<file path="config.mk">
export PLATFORM = sky130hd
export DESIGN_NAME = bram_fifo_ctrl
export DESIGN_NICKNAME = d
export VERILOG_FILES = /design/src/rtl/bram_fifo_ctrl.sv
export SDC_FILE = /design/constraint.sdc
export NUM_CORES = 1
export LEC_CHECK = 0
export ABC_CLOCK_PERIOD_IN_PS = 6900
export BUFFER_PORTS_ARGS = -buffer_cell sky130_fd_sc_hd__buf_2
export CAP_MARGIN = 20
export CORE_AREA = 3 3 98 100
export CTS_CLUSTER_SIZE = 28
export DETAILED_ROUTE_END_ITERATION = 12
export DIE_AREA = 0 0 101 103
export PLACE_DENSITY = 0.73
export SLEW_MARGIN = 20
export SYNTH_ARGS = -nofsm -noshare
export SYNTH_HDL_FRONTEND = slang
export SYNTH_SLANG_ARGS = --single-unit
</file>
<file path="constraint.sdc">
create_clock -name clk -period 6.9 [get_ports clk]
set_clock_uncertainty 0.15 [all_clocks]
set_input_delay 0.345 -clock clk [delete_from_list [all_inputs] [get_ports clk]]
set_output_delay 0.345 -clock clk [all_outputs]
set_load 0.005 [all_outputs]
</file>
<file path="src/rtl/bram_fifo_ctrl.sv">
// Valid/ready FIFO controller for a dual-port BRAM. Port A writes and port B reads.
// A 2-entry output buffer absorbs the 1-cycle BRAM read latency so the output streams at full rate.
module bram_fifo_ctrl #(
  parameter int DEPTH  = 4096,
  parameter int BITS_D = 18,
  localparam int BITS_A = $clog2(DEPTH),
  localparam int BITS_C = $clog2(DEPTH + 3)
) (
  input  logic              clk,
  input  logic              rstn,
  input  logic              i_valid,
  output logic              i_ready,
  input  logic [BITS_D-1:0] i_data,
  output logic              o_valid,
  input  logic              o_ready,
  output logic [BITS_D-1:0] o_data,
  output logic [BITS_C-1:0] count,
  output logic              wena,
  output logic [BITS_A-1:0] addra,
  output logic [BITS_D-1:0] wdataa,
  output logic [BITS_A-1:0] addrb,
  input  logic [BITS_D-1:0] rdatab
);

  logic [BITS_A-1:0] wptr_q, wptr_d, rptr_q, rptr_d;
  logic [BITS_C-1:0] bram_cnt_q, bram_cnt_d;
  logic [BITS_C-1:0] count_q, count_d;
  logic              inflight_q, inflight_d;
  logic [1:0]        ob_cnt_q, ob_cnt_d;
  logic [BITS_D-1:0] ob0_q, ob0_d, ob1_q, ob1_d;
  logic              i_ready_q, i_ready_d;
  logic              push, pop, issue;
  logic [2:0]        occ;
  logic [2:0]        ob_next;
  logic [1:0]        slot;

  always_comb begin
    push       = i_valid && i_ready_q;
    pop        = (ob_cnt_q != 2'd0) && o_ready;
    // buffer slots already committed after this cycle's pop
    occ        = 3'(ob_cnt_q) + 3'(inflight_q) - 3'(pop);
    issue      = (bram_cnt_q != '0) && (occ < 3'd2);

    wptr_d     = wptr_q;
    rptr_d     = rptr_q;
    if (push) wptr_d = (wptr_q == BITS_A'(DEPTH - 1)) ? '0 : wptr_q + 1'b1;
    if (issue) rptr_d = (rptr_q == BITS_A'(DEPTH - 1)) ? '0 : rptr_q + 1'b1;

    bram_cnt_d = bram_cnt_q;
    if (push && !issue) bram_cnt_d = bram_cnt_q + 1'b1;
    else if (!push && issue) bram_cnt_d = bram_cnt_q - 1'b1;

    inflight_d = issue;
    ob_next    = 3'(ob_cnt_q) - 3'(pop) + 3'(inflight_q);
    ob_cnt_d   = ob_next[1:0];

    slot       = ob_cnt_q - 2'(pop);
    ob0_d      = ob0_q;
    ob1_d      = ob1_q;
    if (pop) ob0_d = ob1_q;
    if (inflight_q) begin
      if (slot == 2'd0) ob0_d = rdatab;
      else              ob1_d = rdatab;
    end

    count_d    = bram_cnt_d + BITS_C'(inflight_d) + BITS_C'(ob_cnt_d);
    i_ready_d  = (bram_cnt_d < BITS_C'(DEPTH));
  end

  always_ff @(posedge clk or negedge rstn) begin
    if (!rstn) begin
      wptr_q     <= '0;
      rptr_q     <= '0;
      bram_cnt_q <= '0;
      count_q    <= '0;
      inflight_q <= 1'b0;
      ob_cnt_q   <= 2'd0;
      ob0_q      <= '0;
      ob1_q      <= '0;
      i_ready_q  <= 1'b0;
    end else begin
      wptr_q     <= wptr_d;
      rptr_q     <= rptr_d;
      bram_cnt_q <= bram_cnt_d;
      count_q    <= count_d;
      inflight_q <= inflight_d;
      ob_cnt_q   <= ob_cnt_d;
      ob0_q      <= ob0_d;
      ob1_q      <= ob1_d;
      i_ready_q  <= i_ready_d;
    end
  end

  assign i_ready = i_ready_q;
  assign o_valid = (ob_cnt_q != 2'd0);
  assign o_data  = ob0_q;
  assign count   = count_q;
  assign wena    = push;
  assign addra   = wptr_q;
  assign wdataa  = i_data;
  assign addrb   = rptr_q;

endmodule

</file>
==> results_dict.tcl, run 1 <==
set metrics [dict create \
    syn_avg_cell_area_um2 11.0 \
    worstMarginPinSlew_ns 1.03 \
    rsz0062_at_grt "false" \
    cp-end-kind "flop" \
    crit_path_start_kind "flop" \
    cts_root_buf "clkbuf_8" \
    first_pass_iters 4 \
    rows 34 \
    place_inst 558 \
    place_congestion 0.885 \
    max_slew_margin_pct 31.1 \
    synth_edf_count 0 \
    die_width_um 101 \
    clkSinkCount 90 \
    clkTransAtPathRegs_ns 0.09 \
    numCtsBuffers 9 \
    drt_iter0_drc 154 \
    p_total_mw 2.32 \
    drv_cap 0 \
    ios 116 \
    final-instance-count-excl-fill 575 \
    htree_levels 3 \
    status "complete, no violations" \
    fmax_mhz 242 \
    period_share_pct 60.0 \
    hp-class "input port to flop" \
    drive_gt1_share_pct 27.0 \
    r2r_slack_ns 2.76 \
    ctsResizeCount 0 \
    synthDistinctLibCells 46 \
    async_flop_share_pct 100 \
    cp.arrival_ns 4.20 \
    grt_overflow 0 \
    antenna_found_initial 0 \
    power_frac_comb_pct 44.3 \
    p_sw_mw 0.907 \
    crit_type "flop to flop" \
    fin_ws_ns 2.76 \
    post_cts_buffers 0 \
    leakage_nw 2.43 \
    drv_slew 0 \
    drc 0 \
    cts-hold-fix-buffers 0 \
    syn_inst 398 \
    synth_area_um2 4370 \
    wl_um 8680 \
    fin_crit_ns 4.14 \
    die_h_um 103 \
    initial_utilization_pct 49.9 \
    grt_pass1_vias 2984 \
    p_per_area_nw_per_um2 468 \
    synthFlopType "dfrtp_1" \
    syn_nets 449 \
    finalSetupTns_ns 0 \
    clockPowerShare_pct 15.7 \
    fin_nets 513 \
    grt_max_degree 91 \
    insertion_delay_ns 0.35 \
    report.final.setup_viol 0 \
    portBuffers 79 \
    gr-usage-all-layers_pct 17.2 \
    cts_tree "done" \
    post-place-ws_ns 2.76 \
    hold_viol_final 0 \
    clockBufferDepth 2 \
    vias 3083 \
    seqPwrFrac_pct 40.1 \
    wl_per_cell_um 15.1 \
    critPathMaxFanout 13 \
    vias_per_cell 5.36 \
    antennaDiodeCount 0 \
    peakVddDrop_mv 0.257 \
    timing.hold.ws_ns 0.0927 \
    dieArea_um2 10400 \
    required_ns 6.97 \
    synth-seq-cells 90 \
    ys_warn_count 0 \
    dp_hpwl_um 6170 \
    sw_frac_of_total_pct 39.2 \
    ys_seq_area_share_pct 51.5 \
    internal-power_mw 1.41 \
    grt_pass1_wl_um 14200 \
    syn_to_final_growth_pct 13.0 \
    coreArea_um2 8760 \
    postRouteAntennaNets 0 \
]
## registers in the layout, indices dropped and copies added, names as in the netlist
name,cells
addrb,12
inflight_q,1
addra,12
ob_cnt_q,2
bram_cnt_q,13
o_data,18
i_ready,1
ob1_q,18
count,13
## worst max-delay path: stages (launching register included)
cell and delay [ns]:
dfrtp_1 0.43, nand3_1 0.15, o21ai_0 0.19, ha_1 0.22, inv_1 0.05, fa_1 0.37, xnor2_1 0.31, and2_1 0.25
nand2b_2 0.16, inv_4 0.18, nor2_1 0.08, o31ai_1 0.49, ha_1 0.33, nor2b_1 0.15, o21a_1 0.21, and2_1 0.17
xor2_1 0.13
## cells in the mapped netlist (all sizes together), types with 8 or more instances
library cell	number	area share [%]
nand2	33	2.8
xnor2	34	6.8
xor2	9	2.0
buf	21	3.7
a21oi	23	2.6
and3	14	2.0
inv	18	1.6
mux2i	19	4.3
ha	8	2.3
nand4	16	2.3
nor2	38	3.3
o21ai	8	0.92
dfrtp	90	52
mux2	18	4.6
## metal layers
layer / part of all wire, % / up-vias / track usage (%)
li1: - / 1473 / -
met1: 45 / 1500 / 24.1
met2: 46 / 96 / 26.4
met4: 1.3 / 0 / 5.62
met3: 7.2 / 14 / 4.13
met5: 0 / - / 0
## cells in the final DEF, fill, tap and decap left out, types with 4 or more instances in the layout
master	instances
dfrtp_1	90
buf_2	78
nor2_1	38
xnor2_1	34
nand2_1	32
a21oi_1	23
mux2i_1	19
mux2_2	18
inv_1	16
nand4_1	16
and3_1	14
clkbuf_8	10
xor2_1	8
ha_1	8
nand3_1	7
o21ai_0	7
and2_1	4
o31ai_1	4
## path summary, 6_finish.rpt
| path | startpoint | endpoint | depth (start not counted) |
|---|---|---|---|
| max | ob_cnt_q[1] | count[5] | 16 |
| min reg2reg | addra[10] | addra[10] | 1 |
| min in group asynchronous | rstn | o_data[17] | 2 |
| min | rdatab[9] | ob1_q[9] | 2 |
| max in group asynchronous | rstn | addrb[10] | 2 |
| max reg2reg | ob_cnt_q[1] | count[5] | 16 |
## through the flow
stage / utilization (%) / area (um2)
2_1_floorplan: - / 4370
3_3_place_gp: 53.9 / 4720
3_5_place_dp: 53.9 / 4720
4_1_cts: 56.2 / 4930
5_1_grt: 56.4 / 4940
6_report: 56.4 / 4940
## area by class of cell
cell class	instances	area [um2]
Clock inverter	6	65.1
Clock buffer	10	138
Tap cell	108	135
Fill cell	767	3820
Inverter	18	70.1
Multi-Input combinational cell	262	1860
Timing Repair Buffer	81	419
Sequential cell	90	2250
## cells by family (layout without fill, tap and decap cells)
| logic type | count (synthesis) | count (layout) | share of synthesized area (%) |
|---|---|---|---|
| xor gates and xnor gates | 43 | 43 | 8.78 |
| muxes | 37 | 37 | 8.98 |
| and+or+nand+nor | 126 | 126 | 14.9 |
| DFF | 90 | 90 | 51.5 |
| adders and majority gates | 11 | 11 | 3.66 |
| AOI/OAI and AO/OA | 45 | 45 | 6.24 |
| buffers and inverters | 46 | 115 | 5.92 |
## power by group through the flow
stage	Combinational (mW)	Clock, mW	Sequential, mW
floorplan	0.754	0	0.913
global placement	1.00	0	0.926
detailed placement	1.03	0	0.936
CTS	1.04	0.376	0.927
global route	1.15	0.400	0.959
finish	1.03	0.363	0.927
No activity file was read; power rests on OpenSTA's default activity.
==> run 2: changes to the inputs <==
==> config.mk (replaced) <==
export PLATFORM = sky130hd
export DESIGN_NAME = bram_fifo_ctrl
export DESIGN_NICKNAME = d
export VERILOG_FILES = /design/src/rtl/bram_fifo_ctrl.sv
export SDC_FILE = /design/constraint.sdc
export NUM_CORES = 1
export LEC_CHECK = 0
export ABC_AREA = 1
export ABC_CLOCK_PERIOD_IN_PS = 3700
export BUFFER_PORTS_ARGS = -buffer_cell sky130_fd_sc_hd__buf_2
export CAP_MARGIN = 20
export CORE_AREA = 3 3 106 108
export CTS_CLUSTER_SIZE = 28
export DETAILED_ROUTE_END_ITERATION = 12
export DIE_AREA = 0 0 109 111
export PLACE_DENSITY = 0.74
export SLEW_MARGIN = 20
export SYNTH_ARGS = -nofsm -noshare
export SYNTH_HDL_FRONTEND = slang
export SYNTH_SLANG_ARGS = --single-unit
==> constraint.sdc (replaced) <==
create_clock -name clk -period 3.7 [get_ports clk]
set_clock_uncertainty 0.15 [all_clocks]
set_input_delay 0.185 -clock clk [delete_from_list [all_inputs] [get_ports clk]]
set_output_delay 0.185 -clock clk [all_outputs]
set_load 0.005 [all_outputs]
==> run 2 against run 1 <==
Maximum frequency rose by 16%. Synthesized cell count rose by 50%. Global-route usage rose by 2.4 points. Clock power rose by 100%. Worst setup slack got worse by 2.6 ns. Wire length rose by 32%. First-iteration DRC count rose by 140%. Die area rose by 16%. Worst hold slack improved by 0.077 ns. Largest power group unchanged. Register-to-register slack got worse by 2.6 ns. Largest cell class is now multi-input combinational cells.
==> results_dict.tcl, run 2 <==
set metrics [dict create \
    status "complete, no violations" \
    die_h_um 111 \
    fillers 909 \
    dp_hpwl_um 8320 \
    coreArea_um2 10300 \
    ios 116 \
    grt_max_degree 61 \
    syn_nets 649 \
    drc 0 \
    die_width_um 109 \
    required_ns 3.81 \
    crit_type "flop to flop" \
    drv_slew 0 \
    report.final.setup_viol 0 \
    clockBufferDepth 2 \
    fin_crit_ns 3.55 \
    synth_edf_count 0 \
    synth_common_cells "nand2_1 (156), dfrtp_1 (90), inv_1 (63)" \
    grt_pass1_vias 4091 \
    antenna_found_initial 0 \
    rows 37 \
    critPathMaxFanout 3 \
    max_slew_margin_pct 50.3 \
    use_met3_pct 4.31 \
    worstMarginPinSlew_ns 0.746 \
    cp.arrival_ns 3.66 \
    cts_root_buf "clkbuf_8" \
    fin_ws_ns 0.147 \
    insertion_delay_ns 0.37 \
    cts_tree "done" \
    vias 4203 \
    peakVddDrop_mv 0.346 \
    cp_common_cell "inv_2" \
    fmax_mhz 281 \
    grt_overflow 0 \
    leakage_nw 3.01 \
    post-place-ws_ns -0.0275 \
    synth_top_cell_area_share_pct 44.3 \
    synth_area_um2 5080 \
    postRouteAntennaNets 0 \
    mostFrequentLayoutCell "nand2_1" \
    fin_nets 746 \
    crit_slowest_cell "fa_1" \
    cpPeakStageDelay_ns 0.58 \
    crit_path_start_kind "flop" \
    grt.busiest_layer "met2" \
    r2r_slack_ns 0.15 \
    vias_per_cell 5.03 \
    ys_warn_count 0 \
    layout_common_cells "nand2_1 (151), dfrtp_1 (90), buf_2 (78), nor2_1 (61), inv_1 (59)" \
    clkSinkCount 90 \
    initial_utilization_pct 49.2 \
    synth_top_cell_by_area "dfrtp_1" \
    wl_um 11400 \
    grt_pass1_wl_um 19200 \
    met2_usage_pct 32.4 \
    synth.area.top_cells "dfrtp_1 (44%), nand2_1 (12%), inv_1 (4.7%)" \
    dieArea_um2 12100 \
    async_flop_share_pct 100 \
    cp-end-kind "flop" \
    numCtsBuffers 9 \
    hold_viol_final 0 \
    synthDistinctLibCells 44 \
    finalSetupTns_ns 0 \
    synthFlopType "dfrtp_1" \
    antennaDiodeCount 0 \
    wl_per_cell_um 13.7 \
    syn_inst 598 \
    synth-seq-cells 90 \
    htree_levels 3 \
    drive_gt1_share_pct 27.9 \
    grtUsageMet1_pct 25.5 \
    p_per_area_nw_per_um2 951 \
    period_share_pct 96.0 \
    syn_avg_cell_area_um2 8.49 \
    gr-usage-all-layers_pct 19.6 \
    synth_most_common_cell "nand2_1" \
    syn_to_final_growth_pct 19.2 \
    hp-class "input port to flop" \
    ys_seq_area_share_pct 44.3 \
    drt_iter0_drc 377 \
    place_congestion 0.885 \
    first_pass_iters 6 \
    portBuffers 79 \
    path_cells "inv_2 -> buf_4 -> o21ai_4 -> ha_2 -> inv_2 -> fa_1 -> nand2_2 -> nor2_4 -> nand2_4 -> nand2_4 -> nand2_4 -> xor2_2 -> inv_2 -> fa_2 -> inv_2 -> fa_2 -> nand2_1 -> nor2_4 -> nand2_1 -> xor2_1" \
    clkTransAtPathRegs_ns 0.10 \
    drv_cap 0 \
]
==> run 2: cell types whose count changed in the layout (fill, tap and decap cells not counted), sizes merged, moves of 15 or more <==
cell         change
nand2          +138
inv             +55
nor2            +40
xnor2           -29
nand3           +28
a31oi           +19
mux2i           -19
dlygate4sd3     +18
buf             +15
==> run 2: worst paths after layout <==
path	from	endpoint	cells after the start
min in group asynchronous	rstn	o_data[3]	2
max	ob_cnt_q[0]	count[6]	20
min reg2reg	addra[11]	addra[7]	1
max reg2reg	ob_cnt_q[0]	count[6]	20
max in group asynchronous	rstn	addrb[11]	3
min	o_ready	ob_cnt_q[0]	3
==> run 2: cells by family (layout without fill, tap and decap cells) <==
logic type      Yosys count  in the layout  share of synthesized area [%]
buf+inv                  99            201                           9.49
fa+ha+maj                11             11                           3.15
mux                      18             18                           3.99
simple gates            305            305                           28.3
flops                    90             90                           44.3
compound gates           54             54                           7.07
xor+xnor                 21             21                           3.62
==> run 2: cell type report <==
| cell class | count | area (um2) | area share (%) |
|---|---|---|---|
| clock buffer | 9 | 124 | 2.05 |
| clock inverter | 7 | 91.3 | 1.51 |
| inverter | 71 | 274 | 4.53 |
| multi-input combinational | 409 | 2430 | 40.2 |
| sequential | 90 | 2250 | 37.2 |
| tap | 136 | 170 | 2.81 |
| timing repair buffer | 114 | 708 | 11.7 |
==> run 2: stage by stage <==
step	utilization (%)	power, mW	cell area, um2	hold slack [ns]	cells
global placement	53.8	4.72	5550	0.144	793
global route	58.6	6.28	6050	0.143	836
CTS	57.7	5.61	5950	0.167	828
floorplan	-	4.03	5130	-0.261	598
detailed placement	53.8	4.84	5550	0.150	793
finish	58.6	5.76	6050	0.169	836
==> run 2: worst max-delay path: cells and delay by family, from the launching register on <==
| kind | cells | cell delay, ns |
|---|---|---|
| AO/OA/AOI/OAI | 1 | 0.17 |
| adder cells (fa/ha/maj) | 4 | 1.37 |
| buffers and inverters | 5 | 0.38 |
| XOR/XNOR | 2 | 0.29 |
| flip-flops | 1 | 0.35 |
| AND/OR/NAND/NOR | 8 | 0.75 |
==> run 2: power breakdown <==
| part | switching (mW) | total (mW) | leakage [nW] | internal [mW] |
|---|---|---|---|---|
| logic | 1.92 | 3.27 | 1.87 | 1.34 |
| clock network | 0.396 | 0.729 | 0.108 | 0.334 |
| registers | 0.315 | 1.76 | 1.04 | 1.45 |
==> run 2: timing repair <==
item,in CTS,in global routing
pin swaps,0,13
endpoints found under the hold margin,95,0
hold buffers,19,0
buffers inserted,0,8
resized for setup,1,12
endpoints found under the setup margin,2,10
==> run 2: routing by layer <==
metal | part of all wire [%] | vias to the layer above
met5 | 0 | -
met4 | 1.8 | 0
met3 | 5.7 | 15
met2 | 49 | 128
met1 | 44 | 1981
li1 | - | 2079
